## config.mk

```make
export PLATFORM = sky130hd
export DESIGN_NAME = lock_verifier
export DESIGN_NICKNAME = d
export VERILOG_FILES = /design/src/rtl/lock_verifier.sv
export SDC_FILE = /design/constraint.sdc
export NUM_CORES = 1
export LEC_CHECK = 0
export CAP_MARGIN = 0
export CORE_UTILIZATION = 25
export CTS_BUF_LIST = sky130_fd_sc_hd__clkbuf_8 sky130_fd_sc_hd__clkbuf_16
export DETAILED_ROUTE_END_ITERATION = 6
export GPL_TIMING_DRIVEN = 0
export PLACE_DENSITY = 0.49
export SYNTH_ARGS = -nofsm -noshare
export SYNTH_HDL_FRONTEND = slang
export SYNTH_SLANG_ARGS = --single-unit
```

## constraint.sdc

```tcl
create_clock -name clk -period 2.4 [get_ports clk]
set_clock_uncertainty 0.15 [all_clocks]
set_input_delay 0.48 -clock clk [delete_from_list [all_inputs] [get_ports clk]]
set_output_delay 0.48 -clock clk [all_outputs]
set_load 0.01 [all_outputs]
```

## src/rtl/lock_verifier.sv

```systemverilog
// Keypad passcode verifier: digit entry, constant-time compare,
// failed-attempt counting with timed lockout, and code re-programming.
//
// Ports:
//   clk          system clock, all state on rising edge
//   resetn       asynchronous active-low reset
//   key_valid    strobe: key_digit holds a new digit
//   key_digit    entered digit value
//   submit       strobe: end of entry
//   relock       strobe: relock / clear entry
//   busy         high while comparing or locked out
//   unlocked     level: correct code accepted
//   fail_pulse   one-cycle pulse per rejected attempt
//   prog_done    one-cycle pulse: new passcode stored
//   lockout      level: lockout timer running
//   attempts     consecutive failed attempts
//   entry_count  digits currently buffered
module lock_verifier #(
    parameter int DIGIT_W        = 4,
    parameter int MAX_LEN        = 10,
    parameter int LEN_W          = 4,
    parameter int MAX_ATTEMPTS   = 3,
    parameter int LOCKOUT_CYCLES = 1000,
    parameter int DEFAULT_LEN    = 4,
    parameter     DEFAULT_CODE   = 16'h1234
) (
    input  logic               clk,
    input  logic               resetn,
    input  logic               key_valid,
    input  logic [DIGIT_W-1:0] key_digit,
    input  logic               submit,
    input  logic               relock,
    output logic               busy,
    output logic               unlocked,
    output logic               fail_pulse,
    output logic               prog_done,
    output logic               lockout,
    output logic [2:0]         attempts,
    output logic [LEN_W-1:0]   entry_count
);

    localparam int TW = $clog2(LOCKOUT_CYCLES + 1);
    localparam logic [TW-1:0]    T_LOAD  = TW'(LOCKOUT_CYCLES - 1);
    localparam logic [2:0]       ATT_MAX = 3'(MAX_ATTEMPTS);
    localparam logic [LEN_W-1:0] LEN_MAX = LEN_W'(MAX_LEN);
    localparam logic [LEN_W-1:0] LEN_DEF = LEN_W'(DEFAULT_LEN);

    typedef enum logic [1:0] {
        S_IDLE,
        S_CHECK,
        S_UNLOCKED,
        S_LOCKOUT
    } state_t;

    // Digit k of the reset passcode; digit 0 sits in the top bits.
    function automatic logic [DIGIT_W-1:0] default_digit(input int k);
        if (k < DEFAULT_LEN)
            return DIGIT_W'(DEFAULT_CODE >> ((DEFAULT_LEN - 1 - k) * DIGIT_W));
        return '0;
    endfunction

    state_t             state;
    logic [DIGIT_W-1:0] entry_buf [MAX_LEN];
    logic [DIGIT_W-1:0] code_buf  [MAX_LEN];
    logic [LEN_W-1:0]   code_len;
    logic [LEN_W-1:0]   idx;
    logic               ovf;
    logic               mism;
    logic [TW-1:0]      timer;

    logic               clr_entry;
    logic               take_key;
    logic               check_done;
    logic [2:0]         att_next;

    assign check_done = (idx == code_len);
    assign att_next   = (attempts == ATT_MAX) ? ATT_MAX : attempts + 3'd1;

    // Who owns the entry buffer this cycle.
    always_comb begin
        clr_entry = 1'b0;
        take_key  = 1'b0;
        unique case (state)
            S_IDLE: begin
                if (!submit) begin
                    if (relock)
                        clr_entry = 1'b1;
                    else if (key_valid)
                        take_key = 1'b1;
                end
            end
            S_CHECK: begin
                clr_entry = check_done;
            end
            S_UNLOCKED: begin
                if (relock || submit)
                    clr_entry = 1'b1;
                else if (key_valid)
                    take_key = 1'b1;
            end
            S_LOCKOUT: begin
                clr_entry = 1'b0;
            end
        endcase
    end

    // Entry buffer; a full buffer drops the digit and flags overflow.
    always_ff @(posedge clk or negedge resetn) begin
        if (!resetn) begin
            entry_count <= '0;
            ovf         <= 1'b0;
            for (int k = 0; k < MAX_LEN; k++)
                entry_buf[k] <= '0;
        end else if (clr_entry) begin
            entry_count <= '0;
            ovf         <= 1'b0;
            for (int k = 0; k < MAX_LEN; k++)
                entry_buf[k] <= '0;
        end else if (take_key) begin
            if (entry_count == LEN_MAX) begin
                ovf <= 1'b1;
            end else begin
                entry_buf[entry_count] <= key_digit;
                entry_count            <= entry_count + 1'b1;
            end
        end
    end

    // Control FSM. The compare always walks all code_len digits so the
    // time to reject does not leak how many leading digits were right.
    always_ff @(posedge clk or negedge resetn) begin
        if (!resetn) begin
            state      <= S_IDLE;
            code_len   <= LEN_DEF;
            idx        <= '0;
            mism       <= 1'b0;
            timer      <= '0;
            busy       <= 1'b0;
            unlocked   <= 1'b0;
            fail_pulse <= 1'b0;
            prog_done  <= 1'b0;
            lockout    <= 1'b0;
            attempts   <= '0;
            for (int k = 0; k < MAX_LEN; k++)
                code_buf[k] <= default_digit(k);
        end else begin
            fail_pulse <= 1'b0;
            prog_done  <= 1'b0;
            unique case (state)
                S_IDLE: begin
                    if (submit) begin
                        state <= S_CHECK;
                        busy  <= 1'b1;
                        idx   <= '0;
                        mism  <= (entry_count != code_len) || ovf;
                    end
                end
                S_CHECK: begin
                    if (!check_done) begin
                        if (entry_buf[idx] != code_buf[idx])
                            mism <= 1'b1;
                        idx <= idx + 1'b1;
                    end else if (!mism) begin
                        state    <= S_UNLOCKED;
                        busy     <= 1'b0;
                        unlocked <= 1'b1;
                        attempts <= '0;
                    end else begin
                        fail_pulse <= 1'b1;
                        attempts   <= att_next;
                        if (att_next == ATT_MAX) begin
                            state   <= S_LOCKOUT;
                            lockout <= 1'b1;
                            timer   <= T_LOAD;
                        end else begin
                            state <= S_IDLE;
                            busy  <= 1'b0;
                        end
                    end
                end
                S_UNLOCKED: begin
                    if (relock) begin
                        state    <= S_IDLE;
                        unlocked <= 1'b0;
                    end else if (submit && entry_count != '0 && !ovf) begin
                        code_len  <= entry_count;
                        prog_done <= 1'b1;
                        for (int k = 0; k < MAX_LEN; k++)
                            code_buf[k] <= entry_buf[k];
                    end
                end
                S_LOCKOUT: begin
                    if (timer == '0) begin
                        state    <= S_IDLE;
                        busy     <= 1'b0;
                        lockout  <= 1'b0;
                        attempts <= '0;
                    end else begin
                        timer <= timer - 1'b1;
                    end
                end
            endcase
        end
    end

endmodule

```

==> load_flow_metrics.sql <==
INSERT INTO impl_metrics (metric_group, metric, value, unit) VALUES
('setup_path', 'cp_data_arrival_time', '2520', 'ps'),
('finish', 'final_nets', '615', ''),
('place', 'buffer_ports.inserted', '16', ''),
('setup_path', 'worst_ep_required_time', '2560', 'ps'),
('finish', 'post-route-util', '32.2', '%'),
('die', 'dieWidth', '155', 'um'),
('setup_path', 'critical_path.endpoint_type', 'flop', ''),
('sta', 'rsz0062_at_grt', 'yes', ''),
('setup_path', 'timing.critical_path.fanout_max', '10', ''),
('power_and_ir_drop', 'total_leakage_power', '3.08', 'nW'),
('die', 'die_height', '155', 'um'),
('logic_synthesis', 'postSynthAreaPerCell', '10.6', 'sq um'),
('logic_synthesis', 'number_of_enable_flip_flop_cells_after_synthesis', '0', ''),
('power_and_ir_drop', 'max-vdd-ir-drop', '0.000395', 'V'),
('drt', 'detail_route.iter0.violations', '224', ''),
('logic_synthesis', 'synth_async_sr_flop_share', '100', '%'),
('global_route', 'overflow', '0', ''),
('clock_tree', 'cts_root_buf', 'sky130_fd_sc_hd__clkbuf_16', ''),
('drt', 'wirelength', '15.6', 'mm'),
('logic_synthesis', 'synth.yosys.warnings', '0', ''),
('global_route', 'antenna_found_initial', '0', ''),
('sta', 'worst_case_setup_margin_in_the_final_layout', '31.8', 'ps'),
('flow_run', 'drv_cap', '0', ''),
('outcome', 'run_status', 'finished clean', ''),
('place', 'dp_hpwl', '10.7', 'mm'),
('drt', 'wire_length_per_cell', '16.9', 'um'),
('die', 'floorplan.core_area', '0.0228', 'sq mm'),
('logic_synthesis', 'yosysUniqueCellTypes', '51', ''),
('worst_hold_path', 'timing.hold.worst.class', 'reg2reg', ''),
('finish', 'synthToLayoutAreaGrowth', '25.9', '%'),
('finish', 'proportion_of_layout_cells_with_a_drive_suffix_above_1', '26.0', '%'),
('clock_tree', 'cts.sinks', '114', ''),
('sta', 'finalWorstPathRequiredPeriod', '2370', 'ps'),
('finish', 'finalNonFillerCells', '924', ''),
('sta', 'timing.final.crit_share', '98.7', '%'),
('global_route', 'groute.usage.overall', '13.9', '%'),
('drt', 'router_iterations_before_antenna_repair', '4', ''),
('sta', 'tightest_slew', '725', 'ps'),
('setup_path', 'critical-path-max-stage-delay', '380', 'ps'),
('clock_tree', 'cts-root-to-sink-buffers', '2', ''),
('global_route', 'grt_pass1_vias', '4583', ''),
('setup_path', 'critical_path_class', 'reg2reg', ''),
('drt', 'num_vias', '4403', ''),
('sta', 'slew-limit-headroom', '51.5', '%'),
('clock_tree', 'insertion_delay', '420', 'ps'),
('setup_path', 'cp_cell_instances', 'buf_6, buf_12, clkbuf_8, mux4_2, a21oi_1, nor4b_4, and4_4, nor3_2', ''),
('die', 'dieArea', '0.0239', 'sq mm'),
('finish', 'filler_cell_count_in_the_final_layout', '2303', ''),
('die', 'rows', '55', ''),
('sta', 'timing.fmax', '0.422', 'GHz'),
('place', 'dp.cells', '881', ''),
('clock_tree', 'htree_num_levels', '4', ''),
('logic_synthesis', 'ys_ff_latch', '114', ''),
('sta', 'timing.final.setup_violations', '0', ''),
('die', 'effective_utilization_at_floorplan', '25.6', '%'),
('drt', 'via_per_inst', '4.77', ''),
('die', 'ioPinCount', '21', ''),
('logic_synthesis', 'synth_fp_nets', '568', ''),
('drt', 'detail-route-antenna-nets', '0', ''),
('place', 'place_congestion', '0.796', ''),
('logic_synthesis', 'synth_area', '0.00583', 'sq mm'),
('setup_path', 'cpMaxStageDelayCell', 'sky130_fd_sc_hd__dfrtp_1', ''),
('global_route', 'grt_start_max_net_pins', '60', ''),
('power_and_ir_drop', 'pwr_density_cell', '1020', 'mW/mm^2'),
('logic_synthesis', 'synthCells', '551', ''),
('power_and_ir_drop', 'totalPowerFinal', '0.00747', 'W'),
('global_route', 'grt_pass1_wl', '25.4', 'mm'),
('sta', 'final_hold_viol_count', '0', ''),
('finish', 'diodes', '0', ''),
('drt', 'detail_route.drc_violations', '0', ''),
('sta', 'timing.final.max_slew_violations', '0', ''),
('clock_tree', 'tritoncts', 'done', ''),
('setup_path', 'crit_family', 'simple AND/OR/NAND/NOR gates', ''),
('place', 'pre_cts_slack', '-963', 'ps'),
('clock_tree', 'clk_pin_slew_worst_paths', '60', 'ps'),
('logic_synthesis', 'seq_area_frac_synth', '49.1', '%'),
('setup_path', 'critical_path_buf_inv_count', '3', ''),
('setup_path', 'worstSetupStartpointType', 'flop', ''),
('clock_tree', 'numCtsBuffers', '17', ''),
('logic_synthesis', 'synth_top_flop_cell', 'sky130_fd_sc_hd__dfrtp_1', '');
[cell usage in the layout, fill, tap and decap left out, types with 14 or more instances in the layout]
| cell | Yosys | routed |
|---|---|---|
| sky130_fd_sc_hd__a21oi_1 | 50 | 50 |
| sky130_fd_sc_hd__buf_4 | 0 | 16 |
| sky130_fd_sc_hd__clkbuf_1 | 20 | 14 |
| sky130_fd_sc_hd__clkbuf_16 | 0 | 17 |
| sky130_fd_sc_hd__clkdlybuf4s50_1 | 0 | 14 |
| sky130_fd_sc_hd__dfrtp_1 | 108 | 106 |
| sky130_fd_sc_hd__mux2_2 | 51 | 51 |
| sky130_fd_sc_hd__mux2i_1 | 19 | 18 |
| sky130_fd_sc_hd__nand2_1 | 74 | 73 |
| sky130_fd_sc_hd__nand3_1 | 47 | 47 |
| sky130_fd_sc_hd__nor2_1 | 23 | 22 |
| sky130_fd_sc_hd__o21ai_0 | 15 | 14 |
| sky130_fd_sc_hd__xor2_1 | 18 | 18 |
[synthesized netlist by cell type, drive strengths merged, types with 3 or more instances]
library cell  number  area, sq um
xnor2             12          105
inv               11         41.3
ha                 8          100
clkbuf            20         75.1
a221oi             6         52.6
nand4              6         43.8
dfstp              6          158
mux2              51          574
nor3b              3         22.5
dfrtp            108         2700
mux4               7          169
a21oi             50          250
nor3               8         45.0
nand3             47          235
o21ai             15         75.1
buf               17          105
nor2b              6         37.5
xor2              18          158
nand2             74          278
mux2i             19          190
o22ai              9         62.6
nor4               3         33.8
nor2              23         86.3
[sequential cells by signal, summed over array words and instances (netlist names)]
register,flops
entry_count,4
entry_buf,40
unlocked,1
ovf,1
busy,1
idx,4
mism,1
code_buf,40
lockout,1
prog_done,1
fail_pulse,1
timer,10
attempts,3
code_len,4
state,2
[final cells by class]
class	count	area (sq um)	area share, %
multi-input cells	389	2900	39.6
inverters	11	41.3	0.563
plain buffers	35	241	3.29
repair buffers	30	292	3.98
clock buffers	19	453	6.18
well taps	313	392	5.34
flip-flops and latches	114	2860	39.0
clock inverters	13	150	2.05
[path summary, 6_finish.rpt]
check / end / slack, ps / startpoint / depth (start not counted)
min: code_buf[15] / 350 / code_buf[15] / 1
min reg2reg: code_buf[15] / 350 / code_buf[15] / 1
max: mism / 30 / idx[0] / 8
max reg2reg: mism / 30 / idx[0] / 8
min in group asynchronous: code_buf[38] / 430 / resetn / 2
max in group asynchronous: code_len[2] / 940 / resetn / 3
[through the flow]
stage / setup TNS (ps) / instance area [sq um] / hold WS (ps)
after floorplan: 0 / 5830 / 34.4
after global placement: -492430 / 6380 / 336
after detailed placement: -64430 / 6410 / 330
after CTS: 0 / 7190 / 357
after global routing: -70.1 / 7330 / 372
final: 0 / 7330 / 350
[cell families after synthesis]
group / Yosys count / synth area share, %
fa+ha+maj: 8 / 1.72
flops: 114 / 49.1
mux: 77 / 16.0
buf+inv: 48 / 3.80
simple gates: 183 / 15.2
xor+xnor: 30 / 4.51
compound gates: 91 / 9.62
[repair_timing]
| action | in CTS | in global routing |
|---|---|---|
| resized for setup | 33 | 26 |
| buffers inserted | 6 | 6 |
| endpoints found under the hold margin | 53 | 0 |
| pin swaps | 2 | 4 |
| hold buffers | 1 | 0 |
| setup endpoints to repair | 103 | 98 |
[report_power, final]
group          internal (W)  switching, W
Combinational       0.00103       0.00148
Clock               0.00160      0.000972
Sequential          0.00213      0.000250
[per-layer routing]
metal	GRT usage [%]	wire, um	share of wire (%)	vias to the layer above
met5	0	0	0	-
met4	6.60	408	2.6	0
met2	22.0	7420	48	90
met1	18.0	7090	45	2232
li1	-	-	-	2051
met3	2.83	678	4.3	30
Power figures use the tool's default switching activity.
